$ cat src/rtl/ks_clmul_pp_gen_pkg.sv
// Shared constants, FSM states and a reference carry-less multiply for the
// Karatsuba partial-product generator.
package ks_clmul_pp_gen_pkg;

    localparam int KS_HW = 16;
    localparam int KS_PW = 2 * KS_HW - 1;

    typedef enum logic [1:0] {
        IDLE = 2'd0,
        RUN  = 2'd1,
        DONE = 2'd2
    } state_e;

    function automatic logic [KS_PW-1:0] clmul(input logic [KS_HW-1:0] x,
                                               input logic [KS_HW-1:0] y);
        logic [KS_PW-1:0] r;
        r = '0;
        for (int i = 0; i < KS_HW; i++) begin
            if (y[i]) r = r ^ (KS_PW'(x) << i);
        end
        return r;
    endfunction

endpackage

$ cat src/rtl/ks_clmul_pp_gen_step.sv
// One shift-and-XOR step: folds BPC multiplier bits, starting at bit j_i,
// into a partial-product accumulator.
module clmul_acc_step #(
    parameter  int HW  = 16,
    parameter  int BPC = 1,
    localparam int PW  = 2 * HW - 1,
    localparam int JW  = $clog2(HW)
) (
    input  logic [PW-1:0]  acc_i,
    input  logic [HW-1:0]  mcand_i,
    input  logic [BPC-1:0] mbits_i,
    input  logic [JW-1:0]  j_i,
    output logic [PW-1:0]  acc_o
);

    always_comb begin
        acc_o = acc_i;
        for (int k = 0; k < BPC; k++) begin
            // j_i + k never exceeds HW-1, so the shifted term fits in PW bits.
            if (mbits_i[k]) acc_o = acc_o ^ (PW'(mcand_i) << (int'(j_i) + k));
        end
    end

endmodule

$ cat src/rtl/ks_clmul_pp_gen.sv
// Sequential producer of Karatsuba partial products z0/z1/z2 for a 2*HW-bit
// carry-less multiply; one shared step datapath per product.
module ks_clmul_pp_gen
    import ks_clmul_pp_gen_pkg::*;
#(
    parameter  int HW  = KS_HW,
    parameter  int BPC = 1,
    localparam int PW  = 2 * HW - 1
) (
    input  logic            clk,
    input  logic            rst_n,
    input  logic            in_valid,
    output logic            in_ready,
    input  logic [2*HW-1:0] a,
    input  logic [2*HW-1:0] b,
    output logic            out_valid,
    input  logic            out_ready,
    output logic [PW-1:0]   z0,
    output logic [PW-1:0]   z1,
    output logic [PW-1:0]   z2
);

    localparam int NSTEP = HW / BPC;
    localparam int CW    = (NSTEP > 1) ? $clog2(NSTEP) : 1;
    localparam int JW    = $clog2(HW);

    state_e                 state_q, state_d;
    logic [CW-1:0]          cnt_q, cnt_d;
    // Index 0 = low halves (z0), 1 = lo^hi (z1), 2 = high halves (z2).
    logic [2:0][HW-1:0]     mcand_q, mcand_d, mult_q, mult_d;
    logic [2:0][PW-1:0]     acc_q, acc_d, acc_step;
    logic [2:0][BPC-1:0]    mbits;
    logic [JW-1:0]          j_base;

    assign j_base = JW'(int'(cnt_q) * BPC);

    for (genvar g = 0; g < 3; g++) begin : g_step
        assign mbits[g] = mult_q[g][j_base +: BPC];

        clmul_acc_step #(.HW(HW), .BPC(BPC)) u_step (
            .acc_i   (acc_q[g]),
            .mcand_i (mcand_q[g]),
            .mbits_i (mbits[g]),
            .j_i     (j_base),
            .acc_o   (acc_step[g])
        );
    end

    always_comb begin
        state_d = state_q;
        cnt_d   = cnt_q;
        mcand_d = mcand_q;
        mult_d  = mult_q;
        acc_d   = acc_q;
        unique case (state_q)
            IDLE: begin
                if (in_valid) begin
                    mcand_d[0] = a[HW-1:0];
                    mcand_d[1] = a[HW-1:0] ^ a[2*HW-1:HW];
                    mcand_d[2] = a[2*HW-1:HW];
                    mult_d[0]  = b[HW-1:0];
                    mult_d[1]  = b[HW-1:0] ^ b[2*HW-1:HW];
                    mult_d[2]  = b[2*HW-1:HW];
                    acc_d      = '0;
                    cnt_d      = '0;
                    state_d    = RUN;
                end
            end
            RUN: begin
                acc_d = acc_step;
                cnt_d = cnt_q + 1'b1;
                if (cnt_q == CW'(NSTEP - 1)) state_d = DONE;
            end
            DONE: begin
                if (out_ready) state_d = IDLE;
            end
            default: state_d = IDLE;
        endcase
    end

    always_ff @(posedge clk) begin
        if (!rst_n) begin
            state_q <= IDLE;
            cnt_q   <= '0;
            mcand_q <= '0;
            mult_q  <= '0;
            acc_q   <= '0;
        end else begin
            state_q <= state_d;
            cnt_q   <= cnt_d;
            mcand_q <= mcand_d;
            mult_q  <= mult_d;
            acc_q   <= acc_d;
        end
    end

    assign in_ready  = (state_q == IDLE);
    assign out_valid = (state_q == DONE);
    assign z0        = acc_q[0];
    assign z1        = acc_q[1];
    assign z2        = acc_q[2];

    // Finished accumulators must equal the reference product of the latched operands.
    if (HW == KS_HW) begin : g_chk
        always_ff @(posedge clk) begin
            if (rst_n && state_q == DONE) begin
                assert (acc_q[0] == clmul(mcand_q[0], mult_q[0]));
                assert (acc_q[1] == clmul(mcand_q[1], mult_q[1]));
                assert (acc_q[2] == clmul(mcand_q[2], mult_q[2]));
            end
        end
    end

endmodule

$ cat config.mk
export PLATFORM = sky130hd
export DESIGN_NAME = ks_clmul_pp_gen
export DESIGN_NICKNAME = d
export VERILOG_FILES = /design/src/rtl/ks_clmul_pp_gen_pkg.sv /design/src/rtl/ks_clmul_pp_gen_step.sv /design/src/rtl/ks_clmul_pp_gen.sv
export SDC_FILE = /design/constraint.sdc
export NUM_CORES = 1
export LEC_CHECK = 0
export CORE_ASPECT_RATIO = 1.25
export CORE_UTILIZATION = 46
export DETAILED_ROUTE_END_ITERATION = 7
export PLACE_DENSITY = 0.69
export SLEW_MARGIN = 40
export SYNTH_ARGS = -nofsm -noshare
export SYNTH_HDL_FRONTEND = slang
export SYNTH_SLANG_ARGS = --single-unit
export TNS_END_PERCENT = 30
$ cat constraint.sdc
create_clock -name clk -period 3.2 [get_ports clk]
set_input_delay 0.48 -clock clk [delete_from_list [all_inputs] [get_ports clk]]
set_output_delay 0.48 -clock clk [all_outputs]
set_load 0.01 [all_outputs]
# After elaboration in Yosys (flattened, before gate mapping)
# Index checks and enable logic that the tools add are counted.
# op_classes
add_sub_neg	1
multipliers	0
div_mod_pow	0
magnitude_cmp	0
n_eq_ne	9
n_shift	6
muxes	11
n_bitwise	5
n_reduce_logical	8
# ops
op	n
93-bit case mux with 2 select lines	1
31-bit 2-to-1 mux	3
93-bit 2-to-1 mux	1
16-bit by 4-bit left shift with 31-bit output	3
31-bit bitwise XOR	3
16-bit by 5-bit indexed part select with 1-bit output	3
16-bit bitwise XOR	2
3-bit AND reduction	4
2-bit by 1-bit inequality test with 1-bit output, second input constant	4
4-bit case mux with 2 select lines	1
2-bit 2-to-1 mux	3
2-bit case mux with 3 select lines	1
4-bit by 1-bit adder with 4-bit output, second input constant	1
4-bit equality test, second input constant	1
4-bit 2-to-1 mux	1
2-bit inequality test, second input constant	2
2-bit AND reduction	2
2-bit by 1-bit equality test with 1-bit output, second input constant	1
2-bit equality test, second input constant	1
2-bit logical NOT	1
2-bit nonzero test	1
# totals
register_bits	195
latchBits	0
ramBits	0
mem_bits_ro	0
in_bits	68
output_inout_bits	95
wordCells	51
memories	0

# Depth between registers and ports, before layout
# Gate-level depths: netlist (run 1).
# logic_depth
depth_word	4
ltp_mapped	11

# Cells and area by module
# A second synthesis (run 1) with hierarchy kept.
# hier_totals
cells_unflattened	1373
hier_area_um2	11883.9
# by_module_without_submodules
module	instances	cells_each	area_each_um2
ks_clmul_pp_gen	1	905	8111.5
clmul_acc_step	3	156	1257.5

# Worst setup path after synthesis (run 1)
# OpenSTA, ideal clock, no wires.
# synth_timing
kind	input to register
from	input port rst_n
to	register acc_q, in the netlist z1[8]
arrival_ns	2.096
required_ns	3.121
slack_ns	1.025
path_stages	8
cell_sequence	clkbuf_1 > inv_2 > nor2_1 > nand4_1 > nand2_1 > buf_2 > nand2_1 > o211ai_1
# synth_rtl
element	line_no	source
start, declared	ks_clmul_pp_gen.sv:11	input logic rst_n,
end signal, assigned	ks_clmul_pp_gen.sv:87	acc_q <= '0;
end signal, assigned	ks_clmul_pp_gen.sv:93	acc_q <= acc_d;
end, declared	ks_clmul_pp_gen.sv:31	logic [2:0][PW-1:0] acc_q, acc_d, acc_step;

# Final worst setup path (run 1)
# layout_timing
from	register cnt_q[2]
to	register acc_q, in the netlist z2[18]
# layout_via
elab_chain_cells	4
# layout_lines
element	line_no	source
start, declared	ks_clmul_pp_gen.sv:28	logic [CW-1:0] cnt_q, cnt_d;
start signal, assigned	ks_clmul_pp_gen.sv:90	cnt_q <= cnt_d;
16-bit by 4-bit left shift with 31-bit output	ks_clmul_pp_gen_step.sv:20	if (mbits_i[k]) acc_o = acc_o ^ (PW'(mcand_i) << (int'(j_i) + k));
31-bit bitwise XOR	ks_clmul_pp_gen_step.sv:20	
31-bit 2-to-1 mux	ks_clmul_pp_gen_step.sv:20	
93-bit case mux with 2 select lines	ks_clmul_pp_gen.sv:55	unique case (state_q)
# Several ways; a longest one is shown, not always the timed one. The select of a mux whose other input is x is not followed.
# A chain may end at the register's enable or synchronous reset.

==> results of run 1 <==
==> final timing paths <==
kind                                                to  slack [ns]  cells past startpoint
worst max-delay path               z2[18]$_SDFFE_PN0P_        0.38                      7
worst min-delay path            mult_q[8]$_SDFFE_PN0P_        0.45                      2
worst max register to register     z2[18]$_SDFFE_PN0P_        0.38                      7
worst min register to register  mult_q[8]$_SDFFE_PN0P_        0.45                      2
==> metal layers <==
metal,wire (um),GRT usage [%],vias up
met1,15200,39.07,4913
met2,15950,44.35,464
met5,0,0,-
met3,2330,3.782,83
li1,-,-,4934
met4,1330,12.59,0
==> sequential cells by signal, indices dropped and copies added, names as in the netlist <==
register	flops
cnt_q	4
mcand_q	48
mult_q	48
state_q	2
z0	31
z1	31
z2	31
==> power by group <==
group	switching, mW	total [mW]	internal [mW]	leakage [nW]
logic	0.544	0.975	0.432	2.43
registers	0.140	2.67	2.53	1.59
clock network	1.13	2.27	1.15	0.301
total	1.81	5.92	4.11	4.32
==> layout make-up <==
cell class,count,area (um^2),share of cell area (%)
Tap cell,292,365.4,2.724
Inverter,15,57.56,0.4291
Clock inverter,15,198.9,1.483
Multi-Input combinational cell,968,6541,48.77
Clock buffer,17,425.4,3.172
Timing Repair Buffer,195,1911,14.24
Sequential cell,195,3914,29.18
==> cell families (layout without fill, tap and decap cells) <==
family,count (synthesis),in the layout,share of synthesized area [%]
compound gates,390,390,23.53
xor+xnor,32,32,2.538
fa+ha+maj,1,1,0.1133
buf+inv,123,242,5.461
flops,195,195,35.35
mux,134,134,16.72
simple gates,411,411,16.28
==> placed cells by master (no fill, tap or decap), types with 7 or more instances in the layout <==
cell and count:
sky130_fd_sc_hd__nand3_1 14, sky130_fd_sc_hd__o211ai_1 20, sky130_fd_sc_hd__nor3_1 7, sky130_fd_sc_hd__o32ai_2 8, sky130_fd_sc_hd__clkbuf_16 17, sky130_fd_sc_hd__buf_4 29
sky130_fd_sc_hd__mux4_2 37, sky130_fd_sc_hd__a22oi_1 12, sky130_fd_sc_hd__mux2_1 10, sky130_fd_sc_hd__a31oi_1 17, sky130_fd_sc_hd__nor2_1 83, sky130_fd_sc_hd__mux2i_1 63
sky130_fd_sc_hd__o2bb2ai_1 9, sky130_fd_sc_hd__dfxtp_1 191, sky130_fd_sc_hd__a22o_1 7, sky130_fd_sc_hd__or3_1 20, sky130_fd_sc_hd__nand2b_1 15, sky130_fd_sc_hd__o31ai_1 10
sky130_fd_sc_hd__inv_1 12, sky130_fd_sc_hd__a21oi_1 141, sky130_fd_sc_hd__a211oi_1 35, sky130_fd_sc_hd__mux2_2 24, sky130_fd_sc_hd__o32ai_1 10, sky130_fd_sc_hd__o21ai_0 18
sky130_fd_sc_hd__clkdlybuf4s50_1 162, sky130_fd_sc_hd__xnor2_1 32, sky130_fd_sc_hd__nand2_1 236, sky130_fd_sc_hd__o22ai_1 18, sky130_fd_sc_hd__o21ai_1 34
==> critical path: cells and delay by family (launching register included) <==
kind	cells	cell delay (ns)
AOI/OAI and AO/OA	3	0.46
buffers and inverters	2	0.79
DFF	1	0.76
and+or+nand+nor	2	0.73
==> through the flow <==
stage	hold WS (ns)	util (%)	total power, mW	cell area (um^2)	instances
after floorplan	0.4322	-	3.311	11040	1286
after global placement	0.4395	54.06	3.672	12780	1665
after detailed placement	0.4458	54.06	3.684	12780	1665
after CTS	0.4571	56.70	5.924	13410	1697
after global routing	0.4749	56.72	6.134	13410	1697
final	0.4518	56.72	5.921	13410	1697
==> flow_summary_export.csv, run 1 <==
group,metric,value,unit
outcome,outcome,"finished, final reports clean",
sta,setup_tns_after_final_layout,0,ns
placement,place.port_buffers,162,
sta,final_hold_viol_count,0,
global_routing,antenna_found_initial,0,
cts,post-cts-setup-buffer-count,0,
critical_path,crit_path_max_fanout,39,
min_path,worstHoldPathType,"register to register",
synth,syn-cell-area,0.01104,mm^2
power_and_ir_drop,powerDensity,441.5,mW/mm^2
cts,post_cts_hold_buffer_count,0,
power_and_ir_drop,power.static_leakage,4.321,nW
cts,cts.htree.levels,4,
synth,synthTopCellsByCount,"sky130_fd_sc_hd__nand2_1, sky130_fd_sc_hd__dfxtp_1, sky130_fd_sc_hd__a21oi_1",
global_routing,groute.usage.overall,28.37,%
critical_path,worst-setup-path-type,"register to register",
sta,finalMaxSlewViolations,0,
cts,clkLatencyLatePin,0.45,ns
synth,yosysSeqAreaShare,35.35,%
global_routing,grt-ovfl-total,0,
synth,net_count_after_synthesis,1355,
synth,avgSynthCellArea,8.587,um^2
placement,post-place-ws,0.4688,ns
cells_and_area,layout-drive-gt1-share,11.39,%
critical_path,cp_data_required_time,3.57,ns
floorplanning,site_row_count,63,
sta,clock_period_minus_worst_slack,2.820,ns
cts,cts_tree,"yes",
cts,clock_tree.root_cell,"sky130_fd_sc_hd__clkbuf_16",
cts,post_cts_resize_count,0,
cells_and_area,num-nets-final,1461,
critical_path,critPathSlowestCell,"sky130_fd_sc_hd__dfxtp_2",
sta,finalSetupViolations,0,
drt,totalWireLength,34810,um
critical_path,crit_arrival,3.19,ns
critical_path,worstPathCellList,"buf_4, inv_2, or3_1, o21ai_1, o21ai_0, or3_1, o211ai_1",
floorplanning,start_util,46.70,%
critical_path,r2r_start,"cnt_q[2]$_SDFFE_PN0P_",
synth,yosysTopAreaCell,"sky130_fd_sc_hd__dfxtp_1",
drt,wl_per_cell,20.52,um
cells_and_area,synthToLayoutAreaGrowth,21.46,%
critical_path,critical-path-max-stage-delay,0.76,ns
floorplanning,die-height,175.2,um
synth,yosys.cell_count.top_type,"sky130_fd_sc_hd__nand2_1",
cells_and_area,fillerInstances,2155,
synth,dominantRegCellSynth,"sky130_fd_sc_hd__dfxtp_1",
synth,number_of_flops_mapped_to_enable_cells_by_yosys,0,
drt,post-route-drc-count,0,
synth,synth-warning-count,0,
placement,hpwlAfterDp,25490,um
floorplanning,floorplan.io_pins,163,
synth,synth-async-reset-ratio,0,%
drt,drt_first_iter_violations,1225,
critical_path,critical_path.startpoint,"cnt_q[2]$_SDFFE_PN0P_",
drt,detailedRoute.firstPassIterationCount,5,
sta,layout_worst_path_cycle_share,88.11,%
sta,grt_setup_unrepaired,"no",
synth,yosys.cell_types.count,73,
global_routing,grt_max_degree,131,
drt,vias,10390,
floorplanning,die_area,0.02463,mm^2
sta,finalClockSkew,0.01660,ns
cells_and_area,diodes,0,
min_path,startpoint_of_the_most_critical_hold_path,"mult_q[8]$_SDFFE_PN0P_",
sta,slew_headroom,42.21,%
cts,clockBufferDepth,2,
sta,timing_worst_slew_pin_value,0.8589,ns
cts,clkTransAtPathRegs,0.08,ns
power_and_ir_drop,max-vdd-ir-drop,0.0003910,V
synth,yosys_register_bits,195,
run,number_of_violations_of_the_max_capacitance_limit,0,
drt,vias_per_inst,6.125,
cts,numClockSinks,195,
synth,synth_cells,1286,
floorplanning,die_w,140.6,um
critical_path,cp_common_cell,"sky130_fd_sc_hd__or3_1",
synth,netlist.area_leader.share,35.35,%
global_routing,first_pass_grt_wire_length,54270,um
critical_path,critPathCaptureType,"register",
cts,numCtsBuffers,17,
drt,drtAntennaViolNets,0,
sta,fmaxAchievable,354.7,MHz
critical_path,nature_of_the_critical_path_startpoint,"register",
synth,synth_area_leaders,"sky130_fd_sc_hd__dfxtp_1, sky130_fd_sc_hd__nand2_1, sky130_fd_sc_hd__mux4_2",
sta,setup_ws,0.3805,ns
floorplanning,design.core.area,0.02365,mm^2
placement,gp_congestion,0.9571,
global_routing,via_count_of_the_first_global_routing_pass,9581,
Power figures use the tool's default switching activity.
==> run 2: changes to the inputs <==
clock period = 2.65 ns   (was 3.2 ns; I/O delays follow)
==> run 2 against run 1 <==
Cell count is 1.5% higher. Clock-buffer cell count up 1. Routed wire length fell by 0.13%. Sequential power is 21% higher. First-iteration DRC count is 21% lower. Global-route usage grew 0.14 points. Clock skew shrank 0.0011 ns. Setup slack worse by 0.21 ns. Combinational power grew 23%. Critical path type unchanged.
==> flow_summary_export.csv, run 2 (synthesis results as in run 1) <==
group,metric,value,unit
outcome,outcome,"finished, final reports clean",
global_routing,grt_max_degree,131,
cts,post_cts_resize_count,0,
critical_path,nature_of_the_critical_path_startpoint,"register",
cells_and_area,num-nets-final,1486,
critical_path,crit_arrival,2.84,ns
cells_and_area,diodes,0,
min_path,worstHoldPathType,"register to register",
power_and_ir_drop,max-vdd-ir-drop,0.0004503,V
floorplanning,floorplan.io_pins,163,
cells_and_area,layout-drive-gt1-share,12.94,%
power_and_ir_drop,power.static_leakage,4.487,nW
min_path,worstHoldPathCells,2,
sta,clock_period_minus_worst_slack,2.475,ns
critical_path,ff2ff_path_depth,7,
critical_path,critical-path-max-stage-delay,0.74,ns
drt,detailedRoute.firstPassIterationCount,5,
global_routing,grt-ovfl-total,0,
cts,clockBufferDepth,2,
drt,wl_per_cell,20.19,um
cts,cts_tree,"yes",
floorplanning,die_w,140.6,um
power_and_ir_drop,power.share.switching,28.57,%
critical_path,worst_setup_slack_for_register_to_register_paths,0.18,ns
global_routing,groute.usage.overall,28.51,%
sta,setup_ws,0.1753,ns
sta,finalSetupViolations,0,
critical_path,crit_path_max_fanout,21,
critical_path,critPathCaptureType,"register",
floorplanning,design.core.area,0.02365,mm^2
cells_and_area,synthToLayoutAreaGrowth,23.99,%
cts,numCtsBuffers,17,
placement,place.port_buffers,162,
drt,vias,10530,
floorplanning,die_area,0.02463,mm^2
sta,final.hold.worst_slack,0.4554,ns
power_and_ir_drop,powerDensity,536.5,mW/mm^2
power_and_ir_drop,comb_power_share,16.4,%
cts,numClockSinks,195,
global_routing,first_pass_grt_wire_length,53900,um
floorplanning,start_util,46.70,%
cts,clock_tree.root_cell,"sky130_fd_sc_hd__clkbuf_16",
sta,timing_worst_slew_pin_value,0.7295,ns
critical_path,critical_path.startpoint,"cnt_q[2]$_SDFFE_PN0P_",
cells_and_area,most-common-layout-cells,"sky130_fd_sc_hd__nand2_1, sky130_fd_sc_hd__dfxtp_1, sky130_fd_sc_hd__clkdlybuf4s50_1, sky130_fd_sc_hd__a21oi_1, sky130_fd_sc_hd__nor2_1",
critical_path,critPathSlowestCell,"sky130_fd_sc_hd__dfxtp_2",
critical_path,cp-endpoint,"z0[20]$_SDFFE_PN0P_",
sta,layout_worst_path_cycle_share,93.39,%
global_routing,antenna_found_initial,0,
power_and_ir_drop,fin_total_pwr,7.346,mW
floorplanning,die-height,175.2,um
critical_path,worstPathCellList,"buf_4, mux2_2, mux2i_1, mux2i_1, a22oi_1, a21oi_1, o32ai_2",
sta,grt_setup_unrepaired,"no",
cts,cts.htree.levels,4,
sta,slew_headroom,50.92,%
sta,final_hold_viol_count,0,
floorplanning,site_row_count,63,
power_and_ir_drop,intPower,5.247,mW
critical_path,r2r_start,"cnt_q[2]$_SDFFE_PN0P_",
cells_and_area,largest_registers,"mcand_q: 48 flops, mult_q: 48 flops",
sta,fmaxAchievable,404.1,MHz
cts,post-cts-setup-buffer-count,0,
cts,post_cts_hold_buffer_count,0,
power_and_ir_drop,power_frac_seq,43.9,%
drt,drtAntennaViolNets,0,
drt,drt_first_iter_violations,966,
placement,post-place-ws,0.07013,ns
power_and_ir_drop,switching_power,2.099,mW
run,number_of_violations_of_the_max_capacitance_limit,0,
critical_path,r2r_end,"z0[20]$_SDFFE_PN0P_",
sta,finalClockSkew,0.01553,ns
drt,totalWireLength,34770,um
cells_and_area,number_of_standard_cells_in_the_layout_taps_in_and_fillers_out,1722,
drt,vias_per_inst,6.113,
cts,clkTransAtPathRegs,0.08,ns
critical_path,cp_common_cell,"sky130_fd_sc_hd__mux2i_1",
critical_path,worst-setup-path-type,"register to register",
placement,gp_congestion,0.9339,
sta,finalMaxSlewViolations,0,
placement,hpwlAfterDp,25590,um
drt,post-route-drc-count,0,
placement,numPlacedInstances,1690,
global_routing,via_count_of_the_first_global_routing_pass,9513,
sta,setup_tns_after_final_layout,0,ns
cells_and_area,layout.cells.most_common,"sky130_fd_sc_hd__nand2_1",
cts,clkLatencyLatePin,0.45,ns
power_and_ir_drop,clkPwrFrac,39.7,%
critical_path,cp_data_required_time,3.02,ns
==> run 2: cell count changes in the layout (fill, tap and decap cells not counted), sizes merged <==
| cell | previous run | this run |
|---|---|---|
| clkinv | 5 | 4 |
| inv | 23 | 20 |
| clkbuf | 17 | 18 |
| buf | 33 | 58 |
| bufinv | 1 | 4 |
==> run 2: worst max-delay path, delay by kind of cell, from the launching register on <==
family	cells	cell delay, ns
muxes	3	0.77
DFF	1	0.74
AOI/OAI and AO/OA	3	0.59
buffers and inverters	1	0.29
==> run 2: how the worst min path moves through the flow <==
stage                            startpoint                       to  slack, ns
finish               mult_q[2]$_SDFFE_PN0P_   mult_q[2]$_SDFFE_PN0P_       0.46
global placement    mult_q[46]$_SDFFE_PN0P_  mult_q[46]$_SDFFE_PN0P_       0.44
global route            z0[22]$_SDFFE_PN0P_      z0[22]$_SDFFE_PN0P_       0.47
floorplan           mult_q[36]$_SDFFE_PN0P_  mult_q[36]$_SDFFE_PN0P_       0.43
CTS                  mult_q[9]$_SDFFE_PN0P_   mult_q[9]$_SDFFE_PN0P_       0.46
detailed placement  mult_q[32]$_SDFFE_PN0P_  mult_q[32]$_SDFFE_PN0P_       0.45
==> run 2: layout make-up <==
class / instances / area (um^2)
Fill cell: 2142 / 9956
Clock inverter: 14 / 217.7
Sequential cell: 195 / 3914
Timing Repair Buffer: 220 / 2157
Multi-Input combinational cell: 968 / 6541
Inverter: 15 / 57.56
Tap cell: 292 / 365.4
Clock buffer: 18 / 439.2
==> run 2: layer usage <==
layer | vias up | share of wire [%] | track usage, %
li1 | 4986 | - | -
met1 | 4980 | 43 | 38.47
met2 | 490 | 46 | 44.79
met3 | 71 | 7.0 | 4.385
met4 | 0 | 3.6 | 13.27
met5 | - | 0 | 0
==> run 2: power by group through the flow <==
stage | sequential, mW | clock, mW | combinational, mW
2_1_floorplan | 3.23 | 0 | 0.771
5_1_grt | 3.24 | 3.07 | 1.30
3_3_place_gp | 3.28 | 0 | 1.17
6_report | 3.23 | 2.92 | 1.20
4_1_cts | 3.22 | 2.95 | 1.19
3_5_place_dp | 3.29 | 0 | 1.18
==> run 2: stage by stage <==
stage | area, um^2 | utilization, %
after floorplan | 11040 | -
after global placement | 13040 | 55.12
after detailed placement | 13040 | 55.12
after CTS | 13690 | 57.90
after global routing | 13690 | 57.90
final | 13690 | 57.90
==> run 3: changes to the inputs <==
ABC_AREA = 1   (was not set)
HOLD_SLACK_MARGIN = 0.15   (was not set)
PLACE_DENSITY = 0.68   (was 0.69)
==> run 3 against run 2 <==
Total power rose by 10%. First-iteration DRC count grew 15%. Highest routed layer unchanged. Register-to-register slack improved by 0.19 ns. Global-route usage is 1.7 points higher. Via count grew 31%. Die area is 13% higher. Critical path type unchanged. Synthesized cell count increased by 64%. Critical endpoint is now z1[1]$_SDFFE_PN0P_. Largest power group unchanged. Flip-flop and latch count unchanged.
==> flow_summary_export.csv, run 3 <==
group,metric,value,unit
synth,dominantRegCellSynth,"sky130_fd_sc_hd__dfxtp_1",
cts,clock_tree.root_cell,"sky130_fd_sc_hd__clkbuf_16",
synth,netlist.area_leader.share,31.34,%
placement,gp_congestion,0.9072,
power_and_ir_drop,max-vdd-ir-drop,0.0004646,V
placement,hpwlAfterDp,29040,um
synth,synth.area.mux_share,0,%
cts,post_cts_hold_buffer_count,0,
floorplanning,die_w,149.2,um
synth,net_count_after_synthesis,2181,
synth,avgSynthCellArea,5.898,um^2
critical_path,crit_path_max_fanout,83,
sta,finalClockSkew,0.01168,ns
sta,clock_period_minus_worst_slack,2.285,ns
drt,detailedRoute.firstPassIterationCount,6,
cells_and_area,largest_registers,"mcand_q: 48 flops, mult_q: 48 flops",
sta,layout_worst_path_cycle_share,86.23,%
floorplanning,start_util,46.58,%
synth,yosysSeqAreaShare,31.34,%
drt,totalWireLength,40620,um
sta,finalMaxSlewViolations,0,
global_routing,antenna_found_initial,0,
sta,grt_setup_unrepaired,"no",
synth,number_of_flops_mapped_to_enable_cells_by_yosys,0,
critical_path,critical-path-max-stage-delay,0.37,ns
synth,synthTopCellsByCount,"sky130_fd_sc_hd__nand2_1, sky130_fd_sc_hd__nand3_1, sky130_fd_sc_hd__dfxtp_1",
critical_path,critPathSlowestCell,"sky130_fd_sc_hd__dfxtp_2",
global_routing,first_pass_grt_wire_length,65350,um
drt,post-route-drc-count,0,
drt,wl_per_cell,15.97,um
cts,post_cts_resize_count,0,
cells_and_area,synthToLayoutAreaGrowth,17.79,%
min_path,worstHoldPathType,"primary input to register",
floorplanning,site_row_count,67,
cts,post-cts-setup-buffer-count,0,
drt,vias_per_inst,5.408,
power_and_ir_drop,powerDensity,550.8,mW/mm^2
placement,post-place-ws,0.3202,ns
floorplanning,design.core.area,0.02674,mm^2
critical_path,worstPathCellList,"buf_12, nand2_1, nand3_1, nand2_1, nand2_1, nand2_1, nand2_1, nand3_4, nand2_4, inv_1, nor2_1, nor2_1",
synth,synth-warning-count,0,
sta,timing_worst_slew_pin_value,0.6127,ns
critical_path,crit_arrival,2.63,ns
sta,finalSetupViolations,0,
cts,clkTransAtPathRegs,0.08,ns
global_routing,via_count_of_the_first_global_routing_pass,12680,
cells_and_area,most-common-layout-cells,"sky130_fd_sc_hd__nand2_1, sky130_fd_sc_hd__nand3_1, sky130_fd_sc_hd__dfxtp_1, sky130_fd_sc_hd__nor2_1, sky130_fd_sc_hd__clkdlybuf4s50_1",
synth,post_synth_xor_area_fraction,0.07031,%
drt,drtAntennaViolNets,0,
cells_and_area,layout-drive-gt1-share,3.820,%
drt,drt_first_iter_violations,1111,
cts,clockBufferDepth,2,
run,number_of_violations_of_the_max_capacitance_limit,0,
critical_path,critPathCaptureType,"register",
synth,synth-async-reset-ratio,0,%
cells_and_area,layout.cells.most_common,"sky130_fd_sc_hd__nand2_1",
cts,cts_tree,"yes",
synth,combinational_family_with_the_most_area_after_synthesis,"simple AND/OR/NAND/NOR gates",
synth,synth_cells,2112,
cts,numCtsBuffers,17,
synth,yosys.area_share.simple,49.39,%
floorplanning,die-height,186.0,um
cells_and_area,diodes,0,
placement,place.port_buffers,162,
critical_path,cp_data_required_time,3.00,ns
synth,yosysTopAreaCell,"sky130_fd_sc_hd__dfxtp_1",
sta,final_hold_viol_count,0,
outcome,outcome,"finished, final reports clean",
floorplanning,die_area,0.02775,mm^2
synth,post_synth_fa_ha_maj_area_fraction,0.1004,%
cells_and_area,num-nets-final,2255,
sta,slew_headroom,59.15,%
power_and_ir_drop,power.static_leakage,6.572,nW
cts,cts.htree.levels,4,
sta,setup_tns_after_final_layout,0,ns
critical_path,cp_common_cell,"sky130_fd_sc_hd__nand2_1",
sta,final.hold.worst_slack,0.4488,ns
synth,yosys.cell_count.top_type,"sky130_fd_sc_hd__nand2_1",
cts,numClockSinks,195,
sta,setup_ws,0.3648,ns
cells_and_area,finalInstanceArea,0.01467,mm^2
global_routing,grt_max_degree,104,
synth,synth_compound_gate_area_share,8.457,%
critical_path,worst-setup-path-type,"register to register",
sta,fmaxAchievable,437.6,MHz
critical_path,nature_of_the_critical_path_startpoint,"register",
floorplanning,floorplan.io_pins,163,
placement,dpl_cell_area,0.01408,mm^2
drt,vias,13760,
cts,clkLatencyLatePin,0.46,ns
synth,syn-cell-area,0.01246,mm^2
global_routing,grt-ovfl-total,0,
global_routing,groute.usage.overall,30.22,%
synth,yosys_register_bits,195,
synth,yosys.cell_types.count,35,
synth,synth_area_leaders,"sky130_fd_sc_hd__dfxtp_1, sky130_fd_sc_hd__nand2_1, sky130_fd_sc_hd__nand3_1",
-- run 3: kinds of logic (layout without fill, tap and decap cells) --
kind of cell | count (synthesis) | in the layout
DFF | 195 | 195
xor gates and xnor gates | 1 | 1
adders and majority gates | 1 | 1
buffers and inverters | 288 | 375
AOI/OAI and AO/OA | 195 | 195
and+or+nand+nor | 1432 | 1432
-- run 3: area by class of cell --
type / count / area, um^2
fill: 2692 / 12070
multi-input combinational: 1629 / 7232
sequential: 195 / 3909
timing repair buffer: 184 / 1907
inverter: 159 / 599.3
clock buffer: 19 / 432.9
tap: 345 / 431.7
clock inverter: 13 / 161.4
-- run 3: final timing paths --
path	from	endpoint	slack, ns	cells after the start
min	rst_n	mcand_q[28]$_SDFFE_PN0P_	0.45	4
max reg2reg	cnt_q[0]$_SDFFE_PN0P_	z1[1]$_SDFFE_PN0P_	0.36	12
min reg2reg	mult_q[8]$_SDFFE_PN0P_	mult_q[8]$_SDFFE_PN0P_	0.47	2
max	cnt_q[0]$_SDFFE_PN0P_	z1[1]$_SDFFE_PN0P_	0.36	12
-- run 3: through the flow --
| step | utilization (%) | instances | total power, mW |
|---|---|---|---|
| 6_report | 54.87 | 2544 | 8.081 |
| 5_1_grt | 54.87 | 2544 | 8.528 |
| 4_1_cts | 54.87 | 2544 | 8.108 |
| 3_5_place_dp | 52.65 | 2512 | 5.438 |
| 3_3_place_gp | 52.65 | 2512 | 5.404 |
| 2_1_floorplan | - | 2112 | 4.742 |
-- run 3: where the power goes --
| group | leakage, nW | internal (mW) | switching (mW) | total (mW) |
|---|---|---|---|---|
| Sequential | 1.60 | 3.16 | 0.205 | 3.36 |
| Clock | 0.288 | 1.36 | 1.34 | 2.70 |
| Combinational | 4.68 | 0.785 | 1.23 | 2.02 |
| Total | 6.57 | 5.30 | 2.78 | 8.08 |
-- run 3: worst max-delay path, delay by kind of cell, from the launching register on --
| family | cells | cell delay [ns] |
|---|---|---|
| buffers and inverters | 2 | 0.54 |
| DFF | 1 | 0.37 |
| and+or+nand+nor | 10 | 1.22 |
-- run 3: metal layers --
metal | vias up | wire [um] | global-route usage, %
met1 | 6222 | 16370 | 34.70
li1 | 6952 | - | -
met2 | 457 | 19560 | 51.68
met5 | - | 0 | 0
met3 | 126 | 1875 | 4.142
met4 | 0 | 2809 | 21.14
